**src/rtl/gray_pkg.sv**
```systemverilog
// Shared Gray-code definitions: end-behaviour selectors, next-state decode type and the
// binary-to-Gray encoder used by counters and FIFO pointer blocks.
package gray_pkg;

  // Values for the SATURATE parameter of gray_counter.
  localparam int unsigned GRAY_WRAP = 0;
  localparam int unsigned GRAY_SAT  = 1;

  // Widest pointer the shared encoder handles; narrower callers zero-extend and truncate.
  localparam int unsigned GRAY_MAX_DW = 64;

  // Per-edge action after priority resolution.
  typedef enum logic [1:0] {
    OpHold,
    OpClr,
    OpLoad,
    OpStep
  } gray_op_e;

  function automatic logic [GRAY_MAX_DW-1:0] bin2gray(input logic [GRAY_MAX_DW-1:0] bin);
    return bin ^ (bin >> 1);
  endfunction

endpackage

```
**src/rtl/gray2bin.sv**
```systemverilog
// Combinational Gray-to-binary conversion: each binary bit is the XOR of all Gray bits
// at and above its position.
module gray2bin #(
  parameter int unsigned DW = 32
) (
  input  logic [DW-1:0] gray,
  output logic [DW-1:0] bin
);

  for (genvar i = 0; i < DW; i++) begin : g_bit
    assign bin[i] = ^(gray >> i);
  end

endmodule

```
**src/rtl/gray_counter.sv**
```systemverilog
// Registered Gray-code counter keeping a binary count and its Gray encoding in lock-step,
// with up/down stepping, synchronous clear, Gray-encoded load and wrap or saturate ends.
module gray_counter
  import gray_pkg::*;
#(
  parameter int unsigned   DW       = 32,
  parameter int unsigned   SATURATE = GRAY_WRAP,
  parameter logic [DW-1:0] RSTVAL   = '0
) (
  input  logic          clk,
  input  logic          nreset,
  input  logic          en,
  input  logic          dir,
  input  logic          clr,
  input  logic          load,
  input  logic [DW-1:0] load_gray,
  output logic [DW-1:0] bin_out,
  output logic [DW-1:0] gray_out,
  output logic          wrap,
  output logic          sat
);

  localparam bit            SatMode = (SATURATE == GRAY_SAT);
  localparam logic [DW-1:0] RstGray = DW'(bin2gray(GRAY_MAX_DW'(RSTVAL)));

  logic [DW-1:0] bin_q, bin_d;
  logic [DW-1:0] gray_q, gray_d;
  logic          wrap_q, wrap_d;
  logic          sat_q, sat_d;

  logic [DW-1:0] load_bin;
  logic [DW-1:0] step_bin;
  logic          at_end;
  gray_op_e      op;

  gray2bin #(
    .DW(DW)
  ) u_gray2bin (
    .gray(load_gray),
    .bin (load_bin)
  );

  assign step_bin = dir ? (bin_q - DW'(1)) : (bin_q + DW'(1));
  // The step in the current direction would cross the 0 / all-ones boundary.
  assign at_end   = dir ? (bin_q == '0) : (bin_q == '1);

  always_comb begin
    if (clr) begin
      op = OpClr;
    end else if (load) begin
      op = OpLoad;
    end else if (en) begin
      op = OpStep;
    end else begin
      op = OpHold;
    end
  end

  always_comb begin
    bin_d  = bin_q;
    gray_d = gray_q;
    wrap_d = 1'b0;
    sat_d  = sat_q;
    unique case (op)
      OpClr: begin
        bin_d  = '0;
        gray_d = '0;
        sat_d  = 1'b0;
      end
      OpLoad: begin
        bin_d  = load_bin;
        gray_d = load_gray;
        sat_d  = 1'b0;
      end
      OpStep: begin
        if (SatMode && at_end) begin
          sat_d = 1'b1;
        end else begin
          bin_d  = step_bin;
          gray_d = DW'(bin2gray(GRAY_MAX_DW'(step_bin)));
          wrap_d = !SatMode && at_end;
          sat_d  = 1'b0;
        end
      end
      OpHold: ;
    endcase
  end

  always_ff @(posedge clk) begin
    if (!nreset) begin
      bin_q  <= RSTVAL;
      gray_q <= RstGray;
      wrap_q <= 1'b0;
      sat_q  <= 1'b0;
    end else begin
      bin_q  <= bin_d;
      gray_q <= gray_d;
      wrap_q <= wrap_d;
      sat_q  <= sat_d;
    end
  end

  assign bin_out  = bin_q;
  assign gray_out = gray_q;
  assign wrap     = wrap_q;
  assign sat      = sat_q;

endmodule
```
**config.mk**
```make
export PLATFORM = sky130hd
export DESIGN_NAME = gray_counter
export DESIGN_NICKNAME = d
export VERILOG_FILES = /design/src/rtl/gray_pkg.sv /design/src/rtl/gray2bin.sv /design/src/rtl/gray_counter.sv
export SDC_FILE = /design/constraint.sdc
export NUM_CORES = 1
export LEC_CHECK = 0
export ABC_AREA = 0
export BUFFER_PORTS_ARGS = -buffer_cell sky130_fd_sc_hd__buf_2
export CAP_MARGIN = 25
export CORE_ASPECT_RATIO = 0.7
export CORE_MARGIN = 2
export CORE_UTILIZATION = 60
export DETAILED_ROUTE_END_ITERATION = 6
export PLACE_DENSITY = 0.95
export REMOVE_ABC_BUFFERS = 1
export SETUP_SLACK_MARGIN = 0.2
export SYNTH_ARGS = -nofsm -noshare
export SYNTH_HDL_FRONTEND = slang
export SYNTH_SLANG_ARGS = --single-unit
```
**constraint.sdc**
```tcl
create_clock -name clk -period 11.4 [get_ports clk]
set_clock_uncertainty 0.15 [all_clocks]
set_input_delay 3.42 -clock clk [delete_from_list [all_inputs] [get_ports clk]]
set_output_delay 3.42 -clock clk [all_outputs]
set_load 0.01 [all_outputs]
```
==> flow_summary.toml, run 1 <==
[status]
outcome = "finished, violations left"
violations = "DRC"

[power]
totalPowerFinal_mw = 1.21
p_per_area_nw_per_um2 = 192
p_seq_share_pct = 24.0
peakVddDrop_v = 0.000135
swShare_pct = 41.8
p_switching_mw = 0.504
p_int_mw = 0.702
leakage_nw = 2.97
p_clk_share_pct = 25.5
p_comb_share_pct = 50.5

[grt]
antenna_found_initial = 0
grt-ovfl-total = 0
grt_pass1_vias = 5690
grt_usage_pct = 38.7
grt_max_degree = 59
grt_pass1_wl_mm = 29.7

[worst_setup_path]
path_buf_inv = 1
cp.required_ns = 11.51
rr_endpoint = "gray_out[20]"
crit_chain = "buf_2 > ha_1 > a21o_1 > a21o_1 > a21o_1 > o211ai_1 > a21boi_0 > o31a_1 > o211a_1 > o211ai_1 > a21boi_0 > xnor2_1 > xnor3_1 > o21ai_0"
arrival_ns = 7.54
cpLargestDelayFamily = "compound AO/OA/AOI/OAI gates"
worstRegToRegCells = 13
path_max_fanout = 34
cp_slowest_stage_delay_ns = 0.59
path_depth = 14
critPathSlowestCell = "buf_2"
reg2reg_slack_ns = 7.21
end_kind = "flip-flop"
startpoint_type = "input pin"
critPathKind = "in2reg"
reg2reg_from = "bin_out[1]"
crit_top_cell = "a21o_1"

[floorplanning]
die_y_microns = 83.3
row_count = 28
initial_core_util_pct = 62.8
ios = 104
chipWidth_microns = 117
fp.coreArea_sq_um = 8580
dieArea_sq_um = 9770

[logic_synthesis]
ys.flop_type = "dfxtp_1"
synth_edf_count = 0
yosysWarnings = 0
synth_top_family_by_area = "compound AO/OA/AOI/OAI gates"
synth_seq_area_share_pct = 23.8
synthCells = 617
synthArstFlopShare_pct = 0
synth.mux.area_fraction_pct = 0.395
synth_xor_area_share_pct = 20.2
synth_compound_area_share_pct = 28.3
yosys_register_bits = 64
yosys.area_share.simple_pct = 16.6
synthAdderAreaFrac_pct = 7.34
postSynthAreaPerCell_sq_um = 8.73
syn_area_sq_um = 5390
synth_cell_type_count = 56

[drt]
routed_wl_mm = 18.8
first_pass_iters = 7
via_per_inst = 7.23
drt_iter0_markers = 1073
detail-route-antenna-nets = 0
post_drt_wl_per_cell_microns = 22.9
drc_errors = 10
vias = 5930

[cells_and_area]
layout_commonest_cell = "buf_2"
final_nets = 764
layout_common_cells = "102 x buf_2, 64 x dfxtp_1, 43 x xor2_1, 43 x nor2b_1, 37 x xnor2_1"
drive_gt1_share_pct = 19.9
area_growth_pct = 16.6
n_antenna_cell = 0

[clock_network]
clock_tree.root_cell = "clkbuf_16"
cts_resized = 0
cts_buffer_depth = 2
cts_num_sinks = 64
cts_hold_buffers = 0
clk_pin_slew_ns = 0.06
clkLatencyLatePin_ns = 0.35
htreeDepth = 3
cts_buffers = 9
post_cts_buffers = 0
cts_tree = "yes"

[job]
drv_cap = 0

[timing]
slew_violations = 0
fmax_mhz = 135
setup_tns_ns = 0
final-setup-viol-count = 0
rsz0062_at_grt = "false"
min_period_ns = 7.43
hold_violations = 0
tightestPinTransition_ns = 0.920
slew_headroom_pct = 38.7
period_share_pct = 65.2

[placement]
dp_hpwl_mm = 12.2
gp_congestion = 0.919
io_buffers = 102

[min_path]
min_delay_worst_endpoint = "gray_out[8]"
min_path_type = "reg2reg"
min_delay_path_depth = 2
hp-start = "gray_out[8]"
## power by group through the flow
stage                     clock network (mW)  registers [mW]  logic, mW
after global placement                     0           0.288      0.545
final                                  0.307           0.290      0.609
after global routing                   0.313           0.291      0.645
after CTS                              0.303           0.286      0.587
after floorplan                            0           0.293      0.414
after detailed placement                   0           0.289      0.566
## how the worst max path moves through the flow
stage | from | to | slack, ns
global placement | dir | gray_out[20] | 4.09
CTS | dir | gray_out[23] | 4.15
finish | dir | gray_out[23] | 3.97
detailed placement | dir | gray_out[19] | 3.97
global route | dir | gray_out[20] | 3.82
floorplan | en | bin_out[10] | 4.33
## flip-flops by register name, indices dropped and copies added (netlist names)
signal / cells
bin_out: 32
wrap: 1
gray_out: 31
## worst register-to-register path, stage by stage (launching register included)
cell and delay [ns]:
dfxtp_1 0.40, ha_1 0.33, a21o_1 0.13, nand4_1 0.13, a21oi_1 0.24, o211ai_1 0.25, a21boi_0 0.36, o21ai_0 0.15
a21boi_0 0.52, a21boi_0 0.23, xnor2_1 0.47, xor3_1 0.32, a222oi_1 0.30, nor2b_1 0.09
## final cells by class
cell class / count / area [sq um]
Tap cell: 120 / 150
Clock inverter: 5 / 80.1
Fill cell: 558 / 2300
Clock buffer: 11 / 243
Inverter: 7 / 26.3
Sequential cell: 64 / 1280
Multi-Input combinational cell: 507 / 3940
Timing Repair Buffer: 106 / 561
## Yosys cell counts, drive strengths merged, types with 5 or more instances
library cell / count / area share, %
dfxtp: 64 / 24
xor2: 47 / 8.2
nor2b: 44 / 5.1
xnor2: 38 / 6.3
clkbuf: 36 / 2.5
nand2: 36 / 2.5
a21o: 33 / 4.6
a21oi: 30 / 2.8
ha: 30 / 7.0
nor2: 30 / 2.1
a222oi: 28 / 5.2
o21ai: 20 / 1.9
a211oi: 17 / 2.5
nand4: 15 / 1.7
a21boi: 14 / 2.0
a22o: 12 / 2.0
a22oi: 12 / 1.7
xnor3: 9 / 3.8
and2: 8 / 0.93
nor4: 8 / 0.93
o21a: 8 / 1.1
inv: 7 / 0.49
and3: 6 / 0.70
nand3: 6 / 0.56
o211ai: 6 / 0.84
nor3: 5 / 0.46
o21bai: 5 / 0.70
## stage by stage
step	setup WS, ns	instance area (sq um)	util [%]	hold slack, ns	cells
after CTS	4.15	6250	72.9	0.385	819
after global placement	4.09	5930	69.1	0.351	803
final	3.97	6280	73.2	0.375	820
after detailed placement	3.97	5930	69.1	0.367	803
after global routing	3.82	6280	73.2	0.416	820
after floorplan	4.33	5240	-	0.378	578
## kinds of logic after synthesis
family	after synthesis
AOI/OAI and AO/OA	205
xor gates and xnor gates	98
adders and majority gates	31
buffers and inverters	46
DFF	64
muxes	2
other	1
and+or+nand+nor	170
## layer usage
layer | GRT usage (%) | wire length (microns)
met1 | 51.6 | 6890
met2 | 56.2 | 7980
met3 | 13.7 | 2950
met4 | 16.3 | 990
met5 | 0 | 0
Power figures use the tool's default switching activity.
==> run 2, diff against run 1 <==
--- a/config.mk
+++ b/config.mk
@@ -10,9 +10,9 @@
 export CAP_MARGIN = 25
 export CORE_ASPECT_RATIO = 0.7
 export CORE_MARGIN = 2
-export CORE_UTILIZATION = 60
+export CORE_UTILIZATION = 57
 export DETAILED_ROUTE_END_ITERATION = 6
-export PLACE_DENSITY = 0.95
+export PLACE_DENSITY = 0.91
 export REMOVE_ABC_BUFFERS = 1
 export SETUP_SLACK_MARGIN = 0.2
 export SYNTH_ARGS = -nofsm -noshare
==> constraint.sdc (replaced) <==
create_clock -name clk -period 7.69 [get_ports clk]
set_clock_uncertainty 0.15 [all_clocks]
set_input_delay 2.307 -clock clk [delete_from_list [all_inputs] [get_ports clk]]
set_output_delay 2.307 -clock clk [all_outputs]
set_load 0.01 [all_outputs]
==> run 2 against run 1 <==
The run still ends with DRC left. Clock-buffer cell count shrank 1. First-iteration DRC count shrank 13%. Utilization shrank 4.7 points. Clock power grew 29%. Die area grew 5.0%. Combinational power grew 44%. Final cell count grew 0.24%. Non-clock buffer count is the same.
==> flow_summary.toml, run 2 (synthesis results as in run 1) <==
[clock_network]
htreeDepth = 3
clock_tree.root_cell = "clkbuf_16"
cts_resized = 0
clkLatencyLatePin_ns = 0.34
cts_buffer_depth = 2
cts_buffers = 9
post_cts_buffers = 0
cts_num_sinks = 64
clk_pin_slew_ns = 0.05
cts_tree = "yes"
cts_hold_buffers = 0

[worst_setup_path]
cp.required_ns = 7.79
critPathKind = "in2reg"
startpoint_type = "input pin"
path_max_fanout = 26
end_kind = "flip-flop"
arrival_ns = 6.09

[power]
p_switching_mw = 0.711
p_int_mw = 0.994
p_seq_share_pct = 25.2
p_per_area_nw_per_um2 = 274
p_clk_share_pct = 23.3
leakage_nw = 2.95
swShare_pct = 41.7
peakVddDrop_v = 0.000161
p_comb_share_pct = 51.5

[placement]
gp_congestion = 0.943
place_area_sq_um = 5940
io_buffers = 102
dp_hpwl_mm = 12.2

[grt]
grt_usage_pct = 34.3
antenna_found_initial = 0
grt_pass1_vias = 5485
grt-ovfl-total = 0
grt_pass1_wl_mm = 28.0
grt_max_degree = 59

[floorplanning]
die_y_microns = 85.4
dieArea_sq_um = 10300
initial_core_util_pct = 59.2
fp.coreArea_sq_um = 9110
ios = 104
row_count = 29
chipWidth_microns = 120

[drt]
routed_wl_mm = 17.8
wl_met3_mm = 2.54
wl_met2_mm = 7.73
detail-route-antenna-nets = 0
wl_met1_mm = 6.86
vias = 5762
drc_errors = 3
first_pass_iters = 7
via_per_inst = 7.01
highest_layer = "met4"
post_drt_wl_per_cell_microns = 21.7
drt_iter0_markers = 929

[cells_and_area]
layout_common_cells = "102 x buf_2, 64 x dfxtp_1, 43 x xor2_1, 43 x nor2b_1, 37 x xnor2_1"
fin_area_sq_um = 6230
final_nets = 764
area_growth_pct = 15.6
drive_gt1_share_pct = 19.6
layout_commonest_cell = "buf_2"
largest_reg_flops = 32
n_antenna_cell = 0

[timing]
fmax_mhz = 167
min_period_ns = 5.99
rsz0062_at_grt = "false"
period_share_pct = 77.9
slew_headroom_pct = 34.6
final-setup-viol-count = 0
tightestPinTransition_ns = 0.976
setup_tns_ns = 0
slew_violations = 0
hold_violations = 0

[status]
outcome = "finished, violations left"
violations = "DRC"

[job]
drv_cap = 0

[min_path]
min_path_type = "reg2reg"
[run 2: cell types whose count changed in the layout (fill, tap and decap cells not counted)]
cell        change
clkinv_2        +1
buf_16          -1
buf_12          +1
bufinv_16       -1
clkinvlp_4      -1
clkbuf_8        -1
[run 2: path summary, 6_finish.rpt]
path	startpoint	slack (ns)	cells past startpoint	endpoint
worst max-delay path	dir	1.70	15	gray_out[28]
worst min-delay path	gray_out[7]	0.37	2	gray_out[7]
worst max register to register	bin_out[3]	3.59	13	gray_out[23]
worst min register to register	gray_out[7]	0.37	2	gray_out[7]
[run 2: power groups by stage]
| stage | Sequential, mW | Combinational [mW] | Clock (mW) |
|---|---|---|---|
| floorplan | 0.434 | 0.614 | 0 |
| global placement | 0.428 | 0.802 | 0 |
| detailed placement | 0.430 | 0.830 | 0 |
| CTS | 0.425 | 0.852 | 0.393 |
| global route | 0.432 | 0.935 | 0.409 |
| finish | 0.430 | 0.878 | 0.397 |
[run 2: stage by stage]
stage | setup WS, ns | power [mW] | std cells | util (%) | hold WS, ns
4_1_cts | 1.76 | 1.67 | 821 | 68.2 | 0.371
2_1_floorplan | 1.73 | 1.05 | 578 | - | 0.378
3_3_place_gp | 1.61 | 1.23 | 807 | 65.2 | 0.351
6_report | 1.70 | 1.70 | 822 | 68.4 | 0.366
3_5_place_dp | 1.51 | 1.26 | 807 | 65.2 | 0.355
5_1_grt | 1.52 | 1.78 | 822 | 68.4 | 0.400
[run 2: critical path, stage by stage]
cell      delay [ns]
buf_2           0.27
buf_4           0.41
ha_1            0.39
a21o_1          0.22
a21o_1          0.17
a21o_1          0.21
a21oi_1         0.17
o21bai_1        0.09
a21o_1          0.20
a211oi_1        0.31
a21boi_0        0.32
xor2_1          0.50
and4_1          0.26
o21ai_0         0.07
a21boi_0        0.20
[run 2: routing by layer]
layer | vias up | track usage, %
met5 | - | 0
met1 | 2667 | 46.7
li1 | 2477 | -
met3 | 103 | 9.34
met4 | 0 | 13.4
met2 | 515 | 51.9
[run 2: cell type report]
class	count	area, sq um
clock buffer	10	229
clock inverter	4	47.5
fill	656	2880
inverter	7	26.3
multi-input combinational	507	3940
sequential	64	1280
tap	124	155
timing repair buffer	106	553
